$ cat src/rtl/i2s_pkg.sv
// ============================================================================
// i2s_pkg : shared constants for the I2S audio receiver
// Rev 1.0 : initial release
// ============================================================================
`default_nettype none

package i2s_pkg;

  localparam int I2S_DATA_WIDTH  = 16;
  localparam int I2S_SYNC_STAGES = 2;
  localparam int I2S_CNT_W       = 5;

endpackage : i2s_pkg

`default_nettype wire

$ cat src/rtl/i2s_sync_ff.sv
// ============================================================================
// i2s_sync_ff : 1-bit multi-stage flop synchronizer, sync active-low reset
// Rev 1.0 : initial release
// ============================================================================
`default_nettype none

module i2s_sync_ff #(
  parameter int STAGES = 2
) (
  input  logic clk,
  input  logic rst_n,
  input  logic d,
  output logic q
);

  logic [STAGES-1:0] stage_q;
  logic [STAGES-1:0] stage_d;

  always_comb begin
    stage_d = {stage_q[STAGES-2:0], d};
  end

  always_ff @(posedge clk) begin
    if (!rst_n) begin
      stage_q <= '0;
    end else begin
      stage_q <= stage_d;
    end
  end

  assign q = stage_q[STAGES-1];

endmodule : i2s_sync_ff

`default_nettype wire

$ cat src/rtl/i2s_audio_receiver.sv
// ============================================================================
// i2s_audio_receiver : I2S deserializer presenting words in the sys_clk domain
// Rev 1.0 : initial release
// ============================================================================
`default_nettype none

module i2s_audio_receiver
  import i2s_pkg::*;
#(
  parameter int DATA_WIDTH  = I2S_DATA_WIDTH,
  parameter int SYNC_STAGES = I2S_SYNC_STAGES
) (
  input  logic                  sys_clk,
  input  logic                  sys_rst_n,
  input  logic                  i2s_bclk,
  input  logic                  i2s_ws,
  input  logic                  i2s_sd,
  output logic [DATA_WIDTH-1:0] sample_out,
  output logic                  sample_valid,
  output logic                  channel_id
);

  logic bclk_s;
  logic ws_s;
  logic sd_s;

  i2s_sync_ff #(.STAGES(SYNC_STAGES)) u_sync_bclk (
    .clk  (sys_clk),
    .rst_n(sys_rst_n),
    .d    (i2s_bclk),
    .q    (bclk_s)
  );

  i2s_sync_ff #(.STAGES(SYNC_STAGES)) u_sync_ws (
    .clk  (sys_clk),
    .rst_n(sys_rst_n),
    .d    (i2s_ws),
    .q    (ws_s)
  );

  i2s_sync_ff #(.STAGES(SYNC_STAGES)) u_sync_sd (
    .clk  (sys_clk),
    .rst_n(sys_rst_n),
    .d    (i2s_sd),
    .q    (sd_s)
  );

  logic                  bclk_prev_q, bclk_prev_d;
  logic                  armed_q,     armed_d;
  logic                  ws_prev_q,   ws_prev_d;
  logic [DATA_WIDTH-1:0] shift_q,     shift_d;
  logic [I2S_CNT_W-1:0]  bit_cnt_q,   bit_cnt_d;
  logic [DATA_WIDTH-1:0] sample_q,    sample_d;
  logic                  valid_q,     valid_d;
  logic                  chan_q,      chan_d;

  logic bclk_rise;
  assign bclk_rise = bclk_s & ~bclk_prev_q;

  always_comb begin
    bclk_prev_d = bclk_s;
    armed_d     = armed_q;
    ws_prev_d   = ws_prev_q;
    shift_d     = shift_q;
    bit_cnt_d   = bit_cnt_q;
    sample_d    = sample_q;
    chan_d      = chan_q;
    valid_d     = 1'b0;

    if (bclk_rise) begin
      if (!armed_q || (ws_s == ws_prev_q)) begin
        // First edge after reset only latches the channel; it still carries data
        armed_d   = 1'b1;
        ws_prev_d = ws_s;
        shift_d   = {shift_q[DATA_WIDTH-2:0], sd_s};
        bit_cnt_d = (&bit_cnt_q) ? bit_cnt_q : bit_cnt_q + 1'b1;
      end else begin
        // Word boundary: this edge's sd is the one-bit-delay slot, dropped
        if (bit_cnt_q != '0) begin
          sample_d = shift_q;
          chan_d   = ws_prev_q;
          valid_d  = 1'b1;
        end
        shift_d   = '0;
        bit_cnt_d = '0;
        ws_prev_d = ws_s;
      end
    end
  end

  always_ff @(posedge sys_clk) begin
    if (!sys_rst_n) begin
      bclk_prev_q <= 1'b0;
      armed_q     <= 1'b0;
      ws_prev_q   <= 1'b0;
      shift_q     <= '0;
      bit_cnt_q   <= '0;
      sample_q    <= '0;
      valid_q     <= 1'b0;
      chan_q      <= 1'b0;
    end else begin
      bclk_prev_q <= bclk_prev_d;
      armed_q     <= armed_d;
      ws_prev_q   <= ws_prev_d;
      shift_q     <= shift_d;
      bit_cnt_q   <= bit_cnt_d;
      sample_q    <= sample_d;
      valid_q     <= valid_d;
      chan_q      <= chan_d;
    end
  end

  assign sample_out   = sample_q;
  assign sample_valid = valid_q;
  assign channel_id   = chan_q;

endmodule : i2s_audio_receiver

`default_nettype wire

$ cat config.mk
export PLATFORM = sky130hd
export DESIGN_NAME = i2s_audio_receiver
export DESIGN_NICKNAME = d
export VERILOG_FILES = /design/src/rtl/i2s_pkg.sv /design/src/rtl/i2s_sync_ff.sv /design/src/rtl/i2s_audio_receiver.sv
export SDC_FILE = /design/constraint.sdc
export NUM_CORES = 1
export LEC_CHECK = 0
export CAP_MARGIN = 20
export CORE_MARGIN = 4
export CORE_UTILIZATION = 54
export DETAILED_ROUTE_END_ITERATION = 16
export GPL_TIMING_DRIVEN = 0
export PLACE_DENSITY = 0.78
export SETUP_SLACK_MARGIN = 0.02
export SLEW_MARGIN = 20
export SYNTH_ARGS = -nofsm -noshare
export SYNTH_HDL_FRONTEND = slang
export SYNTH_SLANG_ARGS = --single-unit
$ cat constraint.sdc
create_clock -name sys_clk -period 1.7 [get_ports sys_clk]
set_input_delay 0.34 -clock sys_clk [delete_from_list [all_inputs] [get_ports sys_clk]]
set_output_delay 0.34 -clock sys_clk [all_outputs]
set_load 0.1 [all_outputs]
==> results.sh <==
export IMPL_synth_cell_types=30
export IMPL_ys_seq_area_share_pct=49.58
export IMPL_cp_required_ns=1.36
export IMPL_period_share_pct=95.61
export IMPL_grt_max_degree=14
export IMPL_grt_usage_pct=18.74
export IMPL_htree_levels=2
export IMPL_path_class="register to output pin"
export IMPL_first_pass_iters=4
export IMPL_num_io_pins=23
export IMPL_areaGrowthSynthToFinish_pct=21.37
export IMPL_reg2reg_from="bit_cnt_q[0]$_SDFFE_PN0P_"
export IMPL_top_usage_layer="met2"
export IMPL_synthesis_area_mm2=0.001938
export IMPL_initial_utilization_pct=57.18
export IMPL_hold_end="u_sync_bclk.stage_q[1]$_SDFF_PN0_"
export IMPL_ctsLongestPathBuffers=2
export IMPL_vdd_ir_drop_max_v=0.0006026
export IMPL_antenna_cells=0
export IMPL_viasPerCell=5.272
export IMPL_post_dp_hpwl_mm=2.656
export IMPL_hold_violations=0
export IMPL_yosys_area_top_type_share_pct=49.58
export IMPL_yosys_warnings=0
export IMPL_r2r_end="bit_cnt_q[2]$_SDFFE_PN0P_"
export IMPL_crit_arrival_ns=1.29
export IMPL_die_y_um=67.91
export IMPL_ant_nets=0
export IMPL_worst_slew_pin_slew_ns=0.5583
export IMPL_nets=256
export IMPL_vias=1550
export IMPL_routed_wire_length_per_instance_um=13.31
export IMPL_clkSinkCount=48
export IMPL_power_leakage_nw=0.7631
export IMPL_end_kind="output pin"
export IMPL_io_buffers=22
export IMPL_cp_start_kind="register"
export IMPL_drv_slew=0
export IMPL_status="finished, final reports clean"
export IMPL_cts_buffers=5
export IMPL_critPathLaunch="sample_out[10]$_SDFFE_PN0P_"
export IMPL_drive_above_1_share_pct=17.34
export IMPL_whs_ns=0.4474
export IMPL_crit_chain="clkdlybuf4s15_2"
export IMPL_synth_edff_count=0
export IMPL_synth_area_leaders="dfxtp_1 50%, nand2_1 11%, mux2i_1 8.8%"
export IMPL_cap_violations=0
export IMPL_crit_fanout=2
export IMPL_clk_latency_ns=0.35
export IMPL_ff2ff_path_depth=6
export IMPL_clk_pin_slew_ns=0.12
export IMPL_grt_use_met3_pct=4.598
export IMPL_ys_top_cells_by_count="56 x nand2_1, 48 x dfxtp_1, 20 x a21oi_1"
export IMPL_syn_avg_cell_area_um2=9.057
export IMPL_die_area_mm2=0.004612
export IMPL_core_area_mm2=0.003390
export IMPL_cts_tree="built"
export IMPL_fin_crit_ns=1.625
export IMPL_fillCellCount=260
export IMPL_synthFlopType="dfxtp_1"
export IMPL_die_w_um=67.91
export IMPL_rows=21
export IMPL_max_stage_delay_ns=0.57
export IMPL_routed_wirelength_mm=3.914
export IMPL_ctsHoldBuffers=0
export IMPL_ys_ff_latch=48
export IMPL_root_buffer="clkbuf_4"
export IMPL_crit_slowest_cell="clkdlybuf4s15_2"
export IMPL_powerDensity_mw_per_mm2=771.8
export IMPL_dp_cells=282
export IMPL_cp_buffers_inverters=1
export IMPL_reg2reg_slack_ns=0.14
export IMPL_hp_class="register to register"
export IMPL_setup_viol=0
export IMPL_routabilityCongestion=0.8414
export IMPL_use_met2_pct=28.92
export IMPL_antenna_found_initial=0
export IMPL_synthCells=214
export IMPL_grt_pass1_vias=1426
export IMPL_synthMostInstantiatedCell="nand2_1"
export IMPL_syn_num_nets=222
export IMPL_async_reset_ff_share_pct=0
export IMPL_final_util_pct=69.40
export IMPL_fmax_mhz=615.3
export IMPL_slew_headroom_pct=62.96
export IMPL_grtUsageMet1_pct=26.07
export IMPL_skew_ns=0.009486
export IMPL_overflow=0
export IMPL_drc_errors=0
export IMPL_layoutNonFillerInstCount=294
export IMPL_synth_top_cell_by_area="dfxtp_1"
export IMPL_rsz0062_at_grt="no"
export IMPL_holdPathStages=1
export IMPL_drtIter0Drc=93
export IMPL_hp_start="u_sync_bclk.stage_q[0]$_SDFF_PN0_"
export IMPL_grt_pass1_wl_mm=6.589
export IMPL_cp_top_family="buffers and inverters"
## layout make-up
class                   instances  area (µm²)  area share, %
well taps                      46       57.56          2.447
multi-input cells             143       873.3          37.13
repair buffers                 27       280.3          11.91
plain buffers                  17       91.34          3.883
clock buffers                   7       65.06          2.766
inverters                       6       22.52         0.9574
flip-flops and latches         48       962.2          40.90
## cells by family (layout without fill, tap and decap cells)
family                     count (synthesis)  after routing  share of synthesized area, %
and+or+nand+nor                           76             76                         17.82
DFF                                       48             48                         49.58
xor gates and xnor gates                   1              1                        0.8395
buffers and inverters                     23             57                         5.746
muxes                                     17             17                         8.780
adders and majority gates                  3              3                         1.937
AOI/OAI and AO/OA                         46             46                         15.30
## cell usage in the layout (no fill, tap or decap), types with 2 or more instances in the layout
cell and instances:
nand2_1 56, o211ai_1 16, ha_1 2, clkdlybuf4s15_2 18, dfxtp_1 47, inv_1 6
nand2b_1 2, and2_1 8, o22ai_1 3, clkbuf_2 2, buf_4 6, o221ai_1 2
buf_2 4, clkdlybuf4s50_1 4, clkbuf_1 8, clkbuf_4 5, o2111ai_1 3, clkbuf_8 2
a21oi_1 20, mux2i_1 17
## registers in the layout, summed over array words and instances (netlist names)
| name | count |
|---|---|
| armed_q | 1 |
| bclk_prev_q | 1 |
| bit_cnt_q | 5 |
| channel_id | 1 |
| sample_out | 16 |
| sample_valid | 1 |
| shift_q | 16 |
| u_sync_bclk.stage_q | 2 |
| u_sync_sd.stage_q | 2 |
| u_sync_ws.stage_q | 2 |
| ws_prev_q | 1 |
## worst max path at each step
stage	end	slack, ns	cells after the start
2_1_floorplan	bit_cnt_q[3]$_SDFFE_PN0P_	0.21	5
3_3_place_gp	sample_out[5]$_SDFFE_PN0P_	-0.36	5
3_5_place_dp	sample_out[5]$_SDFFE_PN0P_	-0.40	5
4_1_cts	bit_cnt_q[3]$_SDFFE_PN0P_	0.02	5
5_1_grt	sample_out[10]	0.02	1
6_report	sample_out[10]	0.07	1
## timing repair
action,CTS,global route
setup buffers,0,5
gates resized for setup,56,6
pin swaps,0,0
setup endpoints to repair,29,17
## per-stage QoR
step                cell area (µm²)  worst slack, ns  total power, mW  TNS, ns
floorplan                      1938           0.2127            1.238        0
global placement               2216          -0.3580            1.272   -7.481
detailed placement             2216          -0.3979            1.273   -8.082
CTS                            2310          0.01820            1.827        0
global route                   2352          0.01772            1.896        0
finish                         2352          0.07468            1.815        0
## power by group
group | internal [mW] | total, mW | switching, mW
registers | 1.14 | 1.15 | 0.0101
clock network | 0.235 | 0.565 | 0.330
logic | 0.0328 | 0.101 | 0.0683
total | 1.41 | 1.82 | 0.409
## metal layers
metal,vias up,share of wire [%]
li1,807,-
met1,694,50
met2,43,44
met3,6,5.2
met4,0,1.1
met5,-,0
No activity file was read; power rests on OpenSTA's default activity.
